**src/rtl/pool_ctrl.sv**
```systemverilog
// Frame sequencer for the 2x2 max-pooling engine: clears the engine, streams
// conv words into it, runs the pooling pass and forwards results to the buffer.
module pool_ctrl #(
  parameter int N          = 3,
  parameter int LOAD_BEATS = 4*N*N,
  parameter int TIMEOUT    = 64
) (
  input  logic        clk,
  input  logic        reset_n,
  input  logic        start,
  input  logic        in_valid,
  input  logic [15:0] in_data,
  output logic        in_ready,
  output logic        pe_rst_n,
  output logic        pe_en_reg,
  output logic        pe_en_pool,
  output logic [15:0] pe_data,
  input  logic [15:0] pe_pool_out,
  input  logic [15:0] pe_addr,
  input  logic        pe_done,
  output logic        out_wr_en,
  output logic [15:0] out_addr,
  output logic [15:0] out_data,
  output logic        busy,
  output logic        frame_done,
  output logic        err
);
  localparam logic [7:0] BEATS_LAST = 8'(LOAD_BEATS);
  localparam logic [8:0] RESULTS    = 9'(N*N);
  localparam logic [7:0] WD_LIMIT   = 8'(TIMEOUT);

  typedef enum logic [2:0] {IDLE, CLEAR, LOAD, POOL, FIN} state_e;

  state_e      state_q, state_d;
  logic [7:0]  beat_q, beat_d;
  logic [7:0]  wr_q, wr_d;
  logic [7:0]  wd_q, wd_d;
  logic        err_q, err_d;
  logic [15:0] last_addr_q, last_addr_d;
  logic        wr_en_q, wr_en_d;
  logic [15:0] out_addr_q, out_addr_d;
  logic [15:0] out_data_q, out_data_d;
  logic        clr_n_q;
  logic        wr_now;
  logic [8:0]  wr_total;

  always_comb begin
    state_d     = state_q;
    beat_d      = beat_q;
    wr_d        = wr_q;
    wd_d        = wd_q;
    err_d       = err_q;
    last_addr_d = last_addr_q;
    wr_en_d     = 1'b0;
    out_addr_d  = out_addr_q;
    out_data_d  = out_data_q;
    wr_now      = 1'b0;
    wr_total    = {1'b0, wr_q};
    unique case (state_q)
      IDLE: begin
        if (start) begin
          state_d = CLEAR;
          err_d   = 1'b0;
          beat_d  = 8'd0;
          wr_d    = 8'd0;
          wd_d    = 8'd0;
        end
      end
      CLEAR: state_d = LOAD;
      LOAD: begin
        if (in_valid) begin
          beat_d = beat_q + 8'd1;
          if (beat_d == BEATS_LAST) state_d = POOL;
        end
      end
      POOL: begin
        // wr_q==0 marks the first POOL cycle, which always writes
        wr_now   = ({1'b0, wr_q} < RESULTS) && ((wr_q == 8'd0) || (pe_addr != last_addr_q));
        wr_total = {1'b0, wr_q} + {8'd0, wr_now};
        wd_d     = wd_q + 8'd1;
        if (wr_now) begin
          wr_d        = wr_total[7:0];
          wr_en_d     = 1'b1;
          out_addr_d  = pe_addr;
          out_data_d  = pe_pool_out;
          last_addr_d = pe_addr;
        end
        if (pe_done) begin
          state_d = FIN;
          if (wr_total != RESULTS) err_d = 1'b1;
        end else if (wd_d == WD_LIMIT) begin
          state_d = FIN;
          err_d   = 1'b1;
        end
      end
      FIN:     state_d = IDLE;
      default: state_d = IDLE;
    endcase
  end

  // clr_n_q resets high so pe_rst_n tracks reset_n exactly while reset is held
  always_ff @(posedge clk or negedge reset_n) begin
    if (!reset_n) begin
      state_q     <= IDLE;
      beat_q      <= 8'd0;
      wr_q        <= 8'd0;
      wd_q        <= 8'd0;
      err_q       <= 1'b0;
      last_addr_q <= 16'd0;
      wr_en_q     <= 1'b0;
      out_addr_q  <= 16'd0;
      out_data_q  <= 16'd0;
      clr_n_q     <= 1'b1;
    end else begin
      state_q     <= state_d;
      beat_q      <= beat_d;
      wr_q        <= wr_d;
      wd_q        <= wd_d;
      err_q       <= err_d;
      last_addr_q <= last_addr_d;
      wr_en_q     <= wr_en_d;
      out_addr_q  <= out_addr_d;
      out_data_q  <= out_data_d;
      clr_n_q     <= (state_d != CLEAR);
    end
  end

  assign in_ready   = (state_q == LOAD);
  assign pe_en_reg  = in_ready & in_valid;
  assign pe_data    = in_ready ? in_data : 16'd0;
  assign pe_en_pool = (state_q == POOL);
  assign pe_rst_n   = reset_n & clr_n_q;
  assign out_wr_en  = wr_en_q;
  assign out_addr   = out_addr_q;
  assign out_data   = out_data_q;
  assign busy       = (state_q != IDLE);
  assign frame_done = (state_q == FIN);
  assign err        = err_q;

endmodule

```
**config.mk**
```make
export PLATFORM = sky130hd
export DESIGN_NAME = pool_ctrl
export DESIGN_NICKNAME = d
export VERILOG_FILES = /design/src/rtl/pool_ctrl.sv
export SDC_FILE = /design/constraint.sdc
export NUM_CORES = 1
export LEC_CHECK = 0
export ABC_AREA = 0
export BUFFER_PORTS_ARGS = -buffer_cell sky130_fd_sc_hd__buf_4
export CORE_ASPECT_RATIO = 2
export CORE_MARGIN = 8
export CORE_UTILIZATION = 25
export DETAILED_ROUTE_END_ITERATION = 6
export GPL_TIMING_DRIVEN = 1
export HOLD_SLACK_MARGIN = 0.02
export MAX_ROUTING_LAYER = met4
export PLACE_DENSITY_LB_ADDON = 0.12
export SLEW_MARGIN = 15
export SYNTH_ARGS = -nofsm -noshare
export SYNTH_HDL_FRONTEND = slang
export SYNTH_SLANG_ARGS = --single-unit
```
**constraint.sdc**
```tcl
create_clock -name clk -period 6 [get_ports clk]
set_input_delay 0 -clock clk [delete_from_list [all_inputs] [get_ports clk]]
set_output_delay 0 -clock clk [all_outputs]
set_load 0.005 [all_outputs]
```
==> out/results.env, run 1 <==
OUTCOME='finished, final reports clean'
FINAL.SETUP_SKEW_NS=0.00652
GRTUSAGETOTAL=0.108
SEQUENTIAL_CELL_AREA_UM2=1550
CRIT_PATH_CELL_TRACE='xnor2_1, nand4_1, nor3_1, a21oi_1, ha_1, ha_1, xnor2_1, nand4b_1, o41ai_1, o21ai_0'
ROUTE.FINAL.WIRE_LENGTH_UM=8190
SYNTH.YOSYS.SEQ_AREA_SHARE=0.511
INTERNAL_POWER_W=0.00144
DOMINANT_COMBINATIONAL_CELL_FAMILY_BY_AREA_AFTER_SYNTHESIS='simple AND/OR/NAND/NOR gates'
TRITONCTS='yes'
POST_SYNTH_EDFFS=0
POWER.LEAKAGE_nW=2.12
SETUP_VIOLATIONS=0
INSERTION_DELAY_NS=0.33
DATA_REQUIRED_TIME_OF_THE_WORST_PATH_NS=6.17
WORST_SETUP_PATH_ENDPOINT='err'
SWITCHING_SHARE=0.306
NUMBER_OF_NETS_STILL_FAILING_ANTENNA_CHECKS_AFTER_ROUTING=0
MINIMUM_SETUP_SLACK_AMONG_REG_TO_REG_PATHS_NS=3.36
YOSYSWARNINGCOUNT=0
VDD_DROP_MAX_uV=263
WORSTSETUPPATHTYPE='register to register'
DIE_WIDTH_UM=93.9
CRIT_FANOUT=6
FINAL_UTIL=0.390
SETUP-TNS-FINAL_NS=0
RELSLEWSLACK=0.467
GLOBALPLACE.CONGESTION=0.801
DRT_ITER0_DRC=77
YS_TOP_CELLS_BY_COUNT='61 x dfrtp_1, 35 x nand2_1, 32 x mux2_2, 23 x and2_1, 22 x o21ai_0'
POSTSYNTH.ASYNCRESETSHARE=1.00
GRT.OVERFLOW.TOTAL=0
AREAGROWTHSYNTHTOFINISH_PCT=53.7
YOSYSMOSTFREQUENTCELL='dfrtp_1'
DETAILED_ROUTE_VIAS_PER_INSTANCE=4.62
TRITONCTS_NUM_SINKS=62
CRITICAL_PATH.STARTPOINT_TYPE='register'
MIN_PERIOD_OVER_PERIOD=0.440
SYN-MEAN-INSTANCE-AREA_UM2=10.8
WORSTSETUPENDPOINTTYPE='register'
R2R-START='out_addr[9]'
R2R_CELLS=10
ANTENNA_CELLS_INSERTED=0
POSTSYNTHREGISTERBITS=62
SYNTH_COMPOUND_GATE_AREA_SHARE=0.0848
BUFFER_DEPTH_OF_THE_LONGEST_CLOCK_PATH=2
SYNTH_LARGEST_TYPE_AREA_FRACTION=0.502
NUMBER_OF_LEVELS_THE_H_TREE_WAS_SPLIT_INTO=3
FP-ROW-COUNT=57
HOLD_PATH_CLASS='input port to register'
NETS=485
IO_BUFFERS=108
PORTS=109
SHARE_SEQ_OF_TOTAL_POWER=0.331
SYN_INST=281
YOSYSUNIQUECELLTYPES=43
MULTI_INPUT_AREA_UM2=1430
P_PER_AREA_nW_PER_UM2=446
SYNTH_TOP_FLOP_CELL='dfrtp_1'
MAX-CAP-VIOLATIONS=0
CRITPATHLAUNCH='out_addr[9]'
XOR_XNOR_SHARE_OF_THE_SYNTHESIZED_AREA=0.0605
SYN-CELL-AREA_UM2=3040
DRCVIOLATIONCOUNT=0
HOLD-PATH-CELL-COUNT=3
GRT_PASS1_WL_UM=13300
WORSTPATHARRIVAL_NS=2.81
GRT_START_MAX_NET_PINS=64
CTS_POST_SETUP_BUFFERS_INSERTED=0
NFILLCELLS=1165
SYNTH-ADDER-AREA-SHARE=0.0206
P_COMB_FRAC=0.402
CLOCK_PIN_SLEW_OF_THE_REGISTERS_ON_THE_WORST_CASE_SETUP_AND_HOLD_PATHS_NS=0.05
ROUTED_WIRE_LENGTH_PER_INSTANCE_UM=14.2
RR_ENDPOINT='err'
FIRST_GLOBAL_VIAS=2727
MUXSHAREOFSYNTHAREA=0.122
DR.PASS1.ITERS=4
TIMING_WORST_SLEW_PIN_VALUE_NS=0.800
FINAL_MAX_SLEW_VIOL_COUNT=0
DETAILED_PLACE_HPWL_UM=5870
STARTING_DENSITY=0.254
ANTENNA_FOUND_INITIAL=0
DIE_H_UM=172
LARGEST_AREA_CONTRIBUTOR_IN_THE_SYNTHESIZED_NETLIST='dfrtp_1'
RSZ0062_AT_GRT='false'
NET-SWITCHING-POWER_W=0.000638
FP.COREAREA_UM2=12000
SYN-NUM-NETS=339
YOSYS-TOP-CELLS-AREA='dfrtp_1 50%, mux2_2 12%, xnor2_1 4.9%, and2_1 4.7%, nand2_1 4.3%'
CLOCK_POWER_SHARE=0.267
FINAL_PERIOD_MINUS_WORST_SETUP_SLACK_NS=2.64
LAYOUT-DRIVE-GT1-SHARE=0.371
DIE-AREA_UM2=16100
REPORT.FINAL.HOLD_VIOL_COUNT=0
CRITICAL-PATH-MAX-STAGE-DELAY_NS=0.42
VIAS=2672
NUMCTSBUFFERS=9
CLOCKROOTBUFFER='clkbuf_16'
MAXIMUM_OPERATING_FREQUENCY_MHz=379
SYNTH_SIMPLE_GATE_AREA_FRAC=0.179
HIGHEST_DELAY_CELL_ALONG_THE_CRITICAL_PATH='nor3_1'
-- repair_timing --
| item | in CTS | in global routing |
|---|---|---|
| hold endpoints to repair | 94 | 0 |
| hold buffers | 34 | 0 |
| gates resized for setup | 0 | 0 |
-- sequential cells by signal, summed over array words and instances, names as in the netlist --
register	count
out_addr	16
err	1
out_data	16
clr_n_q	1
beat_q	8
state_q	3
wr_q	8
wd_q	8
out_wr_en	1
-- power groups by stage --
| stage | Sequential [W] | Combinational (W) | Clock (W) |
|---|---|---|---|
| global placement | 0.000684 | 0.000827 | 0 |
| detailed placement | 0.000695 | 0.000837 | 0 |
| floorplan | 0.000686 | 0.000421 | 0 |
| finish | 0.000689 | 0.000838 | 0.000556 |
| CTS | 0.000689 | 0.000858 | 0.000577 |
| global route | 0.000717 | 0.000920 | 0.000591 |
-- metal layers --
layer | part of all wire | track usage | up-vias
met3 | 0.084 | 0.0378 | 15
met4 | 0.020 | 0.0625 | 0
li1 | - | - | 1284
met5 | 0 | - | -
met1 | 0.44 | 0.124 | 1261
met2 | 0.46 | 0.158 | 112
-- how the worst min path moves through the flow --
| stage | from | slack, ns | endpoint |
|---|---|---|---|
| final | start | 0.04 | wr_q[4] |
| after floorplan | reset_n | -0.30 | beat_q[0] |
| after CTS | start | 0.04 | wr_q[4] |
| after global placement | reset_n | 0.15 | beat_q[2] |
| after global routing | start | 0.06 | wr_q[4] |
| after detailed placement | reset_n | 0.15 | out_data[11] |
-- cell type report --
| type | instances | area share |
|---|---|---|
| clock buffer | 11 | 0.0541 |
| inverter | 5 | 0.00402 |
| sequential | 62 | 0.333 |
| multi-input combinational | 205 | 0.305 |
| tap | 147 | 0.0394 |
| clock inverter | 4 | 0.0150 |
| timing repair buffer | 144 | 0.250 |
-- cells in the final DEF (no fill, tap or decap), types with 2 or more instances in the layout --
cell type,Yosys,routed
buf_4,1,110
dfrtp_1,61,61
nand2_1,35,35
dlygate4sd3_1,0,34
mux2_2,32,32
and2_1,23,23
o21ai_0,22,22
xnor2_1,17,17
nor2_1,11,11
nand3_1,10,10
clkbuf_16,0,9
and3_1,7,7
nand4_1,5,5
ha_1,5,5
nor3_1,4,4
inv_1,4,4
xor2_1,4,4
o31ai_1,3,3
a21oi_1,3,3
nor4_1,2,2
nor4b_1,2,2
a22o_1,2,2
bufinv_16,0,2
clkbuf_8,0,2
clkinv_2,0,2
-- cell families (layout without fill, tap and decap cells) --
family          count (synthesis)  after routing
buf+inv                        14            164
mux                            33             33
xor+xnor                       21             21
flops                          62             62
simple gates                  106            106
compound gates                 40             40
fa+ha+maj                       5              5
-- critical path, delay by kind of cell (launching register included) --
| kind | cells | cell delay [ns] |
|---|---|---|
| compound gates | 3 | 0.58 |
| flops | 1 | 0.40 |
| simple gates | 3 | 0.67 |
| fa+ha+maj | 2 | 0.49 |
| xor+xnor | 2 | 0.35 |
-- per-stage QoR --
stage / std cells / hold WS (ns) / setup WS [ns] / total power, W / instance area [um^2]
final: 578 / 0.0425 / 3.36 / 0.00208 / 4670
after global routing: 578 / 0.0561 / 2.98 / 0.00223 / 4670
after CTS: 578 / 0.0395 / 3.29 / 0.00212 / 4670
after detailed placement: 529 / 0.151 / 3.34 / 0.00153 / 4010
after global placement: 529 / 0.145 / 3.40 / 0.00151 / 4010
after floorplan: 281 / -0.296 / 3.76 / 0.00111 / 3040
Note: power is estimated with default switching activity, not from simulation.
==> inputs of run 2 (changes only) <==
--- a/config.mk
+++ b/config.mk
@@ -5,7 +5,7 @@
 export SDC_FILE = /design/constraint.sdc
 export NUM_CORES = 1
 export LEC_CHECK = 0
-export ABC_AREA = 0
+export ABC_AREA = 1
 export BUFFER_PORTS_ARGS = -buffer_cell sky130_fd_sc_hd__buf_4
 export CORE_ASPECT_RATIO = 2
 export CORE_MARGIN = 8
==> constraint.sdc (replaced) <==
create_clock -name clk -period 2.5 [get_ports clk]
set_input_delay 0 -clock clk [delete_from_list [all_inputs] [get_ports clk]]
set_output_delay 0 -clock clk [all_outputs]
set_load 0.005 [all_outputs]
==> run 2 against run 1 <==
Net effect:
- design area rose by 8.6%
- via count grew 27%
- total power grew 140%
- flip-flop and latch count unchanged
- combinational power is 140% higher
- sequential power is 130% higher
- area after synthesis is 9.7% higher
- clock skew up 0.0026 ns
- global-route usage rose by 2.0 points
==> out/results.env, run 2 <==
OUTCOME='finished, final reports clean'
YOSYS-TOP-CELLS-AREA='dfrtp_1 46%, nand2_1 20%, inv_1 8.0%, nor2_1 5.7%, nand3_1 5.3%'
SEQUENTIAL_CELL_AREA_UM2=1550  # unchanged
WORST_HOLD_SLACK_NS=0.0762  # +0.0337 ns
HOLD-PATH-CELL-COUNT=5  # +2
SHARE_SEQ_OF_TOTAL_POWER=0.321  # -0.010
TRITONCTS_NUM_SINKS=62  # unchanged
R2R-START='wr_q[4]'
SYN-NUM-NETS=525  # +55%
MAX-CAP-VIOLATIONS=0  # unchanged
DRCVIOLATIONCOUNT=0  # unchanged
HOLD_START='in_valid'
ANTENNA_FOUND_INITIAL=0  # unchanged
GRT_START_MAX_NET_PINS=50  # -22%
SYNTH_LARGEST_TYPE_AREA_FRACTION=0.458  # -0.0445
INSERTION_DELAY_NS=0.33  # about the same
YS_TOP_CELLS_BY_COUNT='177 x nand2_1, 71 x inv_1, 61 x dfrtp_1, 51 x nor2_1, 35 x nand3_1'
DETAILED_PLACE_HPWL_UM=7830  # +33%
MOSTFREQUENTLAYOUTCELLS='176 x nand2_1, 119 x buf_4, 71 x inv_1, 61 x dfrtp_1, 47 x nor2_1'
FIRST_GLOBAL_VIAS=3633  # +33%
SYN-MEAN-INSTANCE-AREA_UM2=7.14  # -34%
ROUTED_WIRE_LENGTH_PER_INSTANCE_UM=13.6  # -4.3%
DIE_WIDTH_UM=97.6  # +3.9%
NET-SWITCHING-POWER_W=0.00178  # +180%
R2R_CELLS=17  # +7
CRITPATHLAUNCH='wr_q[4]'
INTERNAL_POWER_W=0.00320  # +120%
MOST_REPEATED_LIBRARY_CELL_ON_THE_CRITICAL_PATH='nand2_1'
LAYOUT-DRIVE-GT1-SHARE=0.246  # -0.126
TIMING_WORST_SLEW_PIN_VALUE_NS=0.682  # -0.118 ns
CLOCKROOTBUFFER='clkbuf_16'
SYN-CELL-AREA_UM2=3330  # +9.7%
PORTS=109  # unchanged
CRITICAL-PATH-MAX-STAGE-DELAY_NS=0.43  # about the same
CP.BUFFERS_INVERTERS=3  # +3
FP.COREAREA_UM2=13000  # +8.4%
HOLD_PATH_CLASS='input port to register'
TRITONCTS='yes'
WORSTPATHARRIVAL_NS=2.54  # -0.27 ns
SYNTH_TOP_FLOP_CELL='dfrtp_1'
GRT.OVERFLOW.TOTAL=0  # unchanged
VDD_DROP_MAX_uV=572  # +120%
SWITCHING_SHARE=0.357  # +0.0502
ROUTE.FINAL.WIRE_LENGTH_UM=10600  # +29%
DIE-AREA_UM2=17500  # +8.4%
FINAL_MAX_SLEW_VIOL_COUNT=0  # unchanged
ANTENNA_CELLS_INSERTED=0  # unchanged
CLOCK_POWER_SHARE=0.280  # +0.013
FP-ROW-COUNT=59  # +3.5%
CRIT_FAMILY='simple AND/OR/NAND/NOR gates'
YOSYSWARNINGCOUNT=0  # unchanged
STARTING_DENSITY=0.257  # +0.00300
DATA_REQUIRED_TIME_OF_THE_WORST_PATH_NS=2.77  # -3.40 ns
POSTSYNTH.ASYNCRESETSHARE=1.00  # unchanged
CP.DEPTH=17  # +7
DRT_ITER0_DRC=84  # +9.1%
IO_BUFFERS=108  # unchanged
YOSYSMOSTFREQUENTCELL='nand2_1'
MAXIMUM_OPERATING_FREQUENCY_MHz=440  # +16%
CLOCK_PIN_SLEW_OF_THE_REGISTERS_ON_THE_WORST_CASE_SETUP_AND_HOLD_PATHS_NS=0.06  # about the same
DIE_H_UM=179  # +4.3%
NUMBER_OF_LEVELS_THE_H_TREE_WAS_SPLIT_INTO=3  # unchanged
CRIT_FANOUT=5  # -1
DETAILED_ROUTE_VIAS_PER_INSTANCE=4.36  # -5.8%
CRITICAL_PATH.STARTPOINT_TYPE='register'
NFILLCELLS=1360  # +17%
FINAL.SETUP_SKEW_NS=0.00913  # +0.00261 ns
MOSTFREQUENTLAYOUTCELL='nand2_1'
NUMBER_OF_NETS_STILL_FAILING_ANTENNA_CHECKS_AFTER_ROUTING=0  # unchanged
POWER.LEAKAGE_nW=2.76  # +30%
CRIT_PATH_CELL_TRACE='inv_1, nand3_1, nor3_2, nand2_1, inv_1, ha_4, ha_4, inv_1, nor2_1, nand2_1, nand2_1, nand3_1, nor2_1, nand3_1, nand3_1, nand2_1, nand2_1'
SYN_INST=467  # +66%
REPORT.FINAL.HOLD_VIOL_COUNT=0  # unchanged
DR.PASS1.ITERS=4  # unchanged
VIAS=3394  # +27%
YOSYSUNIQUECELLTYPES=24  # -44%
LARGEST_AREA_CONTRIBUTOR_IN_THE_SYNTHESIZED_NETLIST='dfrtp_1'
P_TOTAL_W=0.00498  # +140%
RELSLEWSLACK=0.546  # +0.0786
WORSTSETUPPATHTYPE='register to register'
GLOBALPLACE.CONGESTION=0.809  # +0.95%
WORSTSETUPENDPOINTTYPE='register'
NUMCTSBUFFERS=9  # unchanged
BUFFER_DEPTH_OF_THE_LONGEST_CLOCK_PATH=2  # unchanged
FINAL_PERIOD_MINUS_WORST_SETUP_SLACK_NS=2.27  # -0.367 ns
P_COMB_FRAC=0.398  # -0.004
MIN_PERIOD_OVER_PERIOD=0.909  # +0.469
NETS=680  # +40%
GRT_PASS1_WL_UM=17500  # +31%
HIGHEST_DELAY_CELL_ALONG_THE_CRITICAL_PATH='dfrtp_1'
SETUP_VIOLATIONS=0  # unchanged
POSTSYNTHREGISTERBITS=62  # unchanged
POST_SYNTH_EDFFS=0  # unchanged
MULTI_INPUT_AREA_UM2=1480  # +3.5%
SYNTH.YOSYS.SEQ_AREA_SHARE=0.466  # -0.0453
AREAGROWTHSYNTHTOFINISH_PCT=52.1
GRTUSAGETOTAL=0.127  # +0.0197
P_PER_AREA_nW_PER_UM2=982  # +120%
-- run 2: through the flow --
step	setup TNS (ns)	cells	setup WS, ns	cell area, um^2	utilization
2_1_floorplan	0	467	0.456	3330	-
3_3_place_gp	0	724	0.0796	4310	0.332
3_5_place_dp	0	724	0.00571	4310	0.332
4_1_cts	0	774	0.0224	4990	0.384
5_1_grt	-0.00284	779	-0.00284	5070	0.390
6_report	0	779	0.227	5070	0.390
-- run 2: power groups by stage --
stage / clock, W / sequential (W) / combinational (W)
5_1_grt: 0.00148 / 0.00166 / 0.00227
4_1_cts: 0.00143 / 0.00161 / 0.00195
3_5_place_dp: 0 / 0.00161 / 0.00190
2_1_floorplan: 0 / 0.00160 / 0.000962
3_3_place_gp: 0 / 0.00161 / 0.00188
6_report: 0.00139 / 0.00160 / 0.00198
-- run 2: routing by layer --
metal / global-route usage / share of wire / vias up
li1: - / - / 1727
met1: 0.126 / 0.38 / 1568
met2: 0.233 / 0.55 / 84
met3: 0.0293 / 0.039 / 15
met4: 0.0547 / 0.023 / 0
met5: - / 0 / -
-- run 2: final timing paths --
check / endpoint / slack, ns
worst max-delay path: err / 0.23
worst min-delay path: beat_q[1] / 0.08
worst max register to register: err / 0.23
worst min register to register: out_data[10] / 0.49
max in group asynchronous: clr_n_q / 1.48
min in group asynchronous: wd_q[7] / 0.24
-- run 2: what timing repair did --
action / in CTS / in global routing
gates cloned: 0 / 0
hold buffers: 34 / 0
endpoints found under the hold margin: 80 / 0
pin swaps: 0 / 9
setup buffers: 0 / 5
endpoints found under the setup margin: 1 / 1
gates resized for setup: 1 / 9
-- run 2: kinds of logic (layout without fill, tap and decap cells) --
logic type | Yosys count | in the layout | share of synthesized area
XOR/XNOR | 11 | 11 | 0.0289
flip-flops | 62 | 62 | 0.466
adder cells (fa/ha/maj) | 5 | 5 | 0.0188
AO/OA/AOI/OAI | 28 | 28 | 0.0447
buffers and inverters | 85 | 245 | 0.106
AND/OR/NAND/NOR | 276 | 276 | 0.336
-- run 2: tightest hold or removal path, delay by kind of cell --
kind / cells / cell delay [ns]
buf+inv: 2 / 0.16
simple gates: 3 / 0.20
-- run 2: layout make-up --
class,instances,share of cell area
sequential,62,0.306
multi-input combinational,320,0.291
clock buffer,10,0.0471
tap,152,0.0375
clock inverter,6,0.0185
inverter,76,0.0563
timing repair buffer,153,0.243
==> inputs of run 3 (changes only) <==
--- a/config.mk
+++ b/config.mk
@@ -13,7 +13,6 @@
 export DETAILED_ROUTE_END_ITERATION = 6
 export GPL_TIMING_DRIVEN = 1
 export HOLD_SLACK_MARGIN = 0.02
-export MAX_ROUTING_LAYER = met4
 export PLACE_DENSITY_LB_ADDON = 0.12
 export SLEW_MARGIN = 15
 export SYNTH_ARGS = -nofsm -noshare
==> run 3 against run 2 <==
Net effect:
- critical path depth unchanged
- clock skew is essentially flat
- maximum frequency down 0.11%
- routed wire length fell by 0.16%
- total power about the same
- design area stayed put
- sequential share of layout area stayed put
- utilization did not move
- flip-flop and latch count stayed put
==> out/results.env, run 3 (synthesized netlist as in run 2, its figures left out) <==
MOSTFREQUENTLAYOUTCELLS='176 x nand2_1, 119 x buf_4, 71 x inv_1, 61 x dfrtp_1, 47 x nor2_1'
VDD_DROP_MAX_uV=570  # -0.37%
SETUP_VIOLATIONS=0  # unchanged
P_PER_AREA_nW_PER_UM2=981  # about the same
MOSTFREQUENTLAYOUTCELL='nand2_1'
FIRST_GLOBAL_VIAS=3632  # -0.028%
ROUTE.FINAL.WIRE_LENGTH_UM=10500  # -0.16%
DATA_REQUIRED_TIME_OF_THE_WORST_PATH_NS=2.77  # about the same
POWER.LEAKAGE_nW=2.76  # unchanged
FINAL_MAX_SLEW_VIOL_COUNT=0  # unchanged
TIMING_WORST_SLEW_PIN_VALUE_NS=0.681  # -0.000469 ns
HIGHEST_DELAY_CELL_ALONG_THE_CRITICAL_PATH='dfrtp_1'
PORTS=109  # unchanged
REPORT.FINAL.HOLD_VIOL_COUNT=0  # unchanged
WORSTPATHARRIVAL_NS=2.54  # about the same
POST-ROUTE-CELL-AREA_UM2=5070  # unchanged
CRIT_FANOUT=5  # unchanged
NUMCTSBUFFERS=9  # unchanged
GRT_PASS1_WL_UM=17500  # unchanged
DETAILED_ROUTE_VIAS_PER_INSTANCE=4.36  # unchanged
VIAS=3394  # unchanged
NUMBER_OF_LEVELS_THE_H_TREE_WAS_SPLIT_INTO=3  # unchanged
DIE-AREA_UM2=17500  # unchanged
ANTENNA_CELLS_INSERTED=0  # unchanged
OUTCOME='finished, final reports clean'
MIN_PERIOD_OVER_PERIOD=0.910  # +0.00103
DR.PASS1.ITERS=4  # unchanged
DETAILED_PLACE_HPWL_UM=7830  # unchanged
RELSLEWSLACK=0.546  # about the same
STARTING_DENSITY=0.257  # unchanged
WORSTSETUPENDPOINTTYPE='register'
DIE_WIDTH_UM=97.6  # unchanged
DIE_H_UM=179  # unchanged
HOLD_PATH_CLASS='input port to register'
ROUTED_WIRE_LENGTH_PER_INSTANCE_UM=13.5  # -0.16%
WORSTSETUPPATHTYPE='register to register'
CRIT_PATH_CELL_TRACE='inv_1, nand3_1, nor3_2, nand2_1, inv_1, ha_4, ha_4, inv_1, nor2_1, nand2_1, nand2_1, nand3_1, nor2_1, nand3_1, nand3_1, nand2_1, nand2_1'
NETS=680  # unchanged
DRCVIOLATIONCOUNT=0  # unchanged
CRITICAL_PATH.STARTPOINT_TYPE='register'
ANTENNA_FOUND_INITIAL=0  # unchanged
FINAL_PERIOD_MINUS_WORST_SETUP_SLACK_NS=2.28  # +0.00256 ns
FINAL.SETUP_SKEW_NS=0.00930  # +0.000172 ns
CRITICAL-PATH-MAX-STAGE-DELAY_NS=0.43  # about the same
BUFFER_DEPTH_OF_THE_LONGEST_CLOCK_PATH=2  # unchanged
TRITONCTS_NUM_SINKS=62  # unchanged
CLOCK_PIN_SLEW_OF_THE_REGISTERS_ON_THE_WORST_CASE_SETUP_AND_HOLD_PATHS_NS=0.06  # about the same
MAX-CAP-VIOLATIONS=0  # unchanged
MOST_REPEATED_LIBRARY_CELL_ON_THE_CRITICAL_PATH='nand2_1'
AREAGROWTHSYNTHTOFINISH_PCT=52.1  # unchanged
GRT.OVERFLOW.TOTAL=0  # unchanged
NUMBER_OF_NETS_STILL_FAILING_ANTENNA_CHECKS_AFTER_ROUTING=0  # unchanged
LAYOUT-DRIVE-GT1-SHARE=0.246  # unchanged
POSTPLACECELLAREA_UM2=4310  # unchanged
DRT_ITER0_DRC=86  # +2.4%
FP.COREAREA_UM2=13000  # unchanged
GRT_START_MAX_NET_PINS=50  # unchanged
FP-ROW-COUNT=59  # unchanged
TRITONCTS='yes'
GLOBALPLACE.CONGESTION=0.800  # -1.0%
INSERTION_DELAY_NS=0.33  # about the same
MAXIMUM_OPERATING_FREQUENCY_MHz=440  # -0.11%
CLOCKROOTBUFFER='clkbuf_16'
IO_BUFFERS=108  # unchanged
GRTUSAGETOTAL=0.124  # -0.00367
P_TOTAL_W=0.00497  # about the same
==> run 3: area by class of cell <==
| class | instances | area, um^2 |
|---|---|---|
| inverters | 76 | 285 |
| clock buffers | 10 | 239 |
| clock inverters | 6 | 93.8 |
| repair buffers | 153 | 1230 |
| well taps | 152 | 190 |
| fillers | 1360 | 7920 |
| flip-flops and latches | 62 | 1550 |
| multi-input cells | 320 | 1480 |
==> run 3: critical path, delay by kind of cell (launching register included) <==
kind                       cells  cell delay [ns]
DFF                            1             0.43
buffers and inverters          3             0.30
and+or+nand+nor               12             1.17
adders and majority gates      2             0.31
==> run 3: through the flow <==
stage	cells	TNS, ns	utilization	setup slack, ns	hold WS (ns)
after floorplan	467	0	-	0.456	-0.296
after global placement	724	0	0.332	0.0796	0.0893
after detailed placement	724	0	0.332	0.00571	0.0917
after CTS	774	0	0.384	0.0224	0.0690
after global routing	779	-0.00460	0.390	-0.00460	0.103
final	779	0	0.390	0.225	0.0745
==> run 3: power by group <==
group / switching [W] / internal [W] / total, W
sequential: 0.000262 / 0.00134 / 0.00160
combinational: 0.00102 / 0.000957 / 0.00198
clock: 0.000487 / 0.000907 / 0.00139
total: 0.00177 / 0.00320 / 0.00497
==> run 3: path summary, 6_finish.rpt <==
kind                              start      endpoint  slack [ns]  cells past startpoint
hold reg to reg            out_data[13]  out_data[13]        0.49                      2
setup reg to reg                wr_q[4]           err        0.22                     17
min in group asynchronous       reset_n       wd_q[7]        0.24                      2
setup / recovery                wr_q[4]           err        0.22                     17
hold / removal                 in_valid     beat_q[1]        0.07                      5
max in group asynchronous       reset_n       clr_n_q        1.48                      3
==> run 3: timing repair <==
item	4_1_cts	5_1_grt
hold buffers	34	0
gates cloned	0	0
pin swaps	0	9
endpoints found under the setup margin	1	1
buffers inserted	0	5
resized for setup	1	9
endpoints found under the hold margin	80	0
==> run 3: per-layer routing <==
layer  wire, um  vias up  global-route usage  part of all wire
li1           -     1730                   -                 -
met1       3910     1561               0.121              0.37
met2       5830       88               0.232              0.55
met3        557       15              0.0378             0.053
met4        244        0              0.0547             0.023
met5          0        -                   0                 0
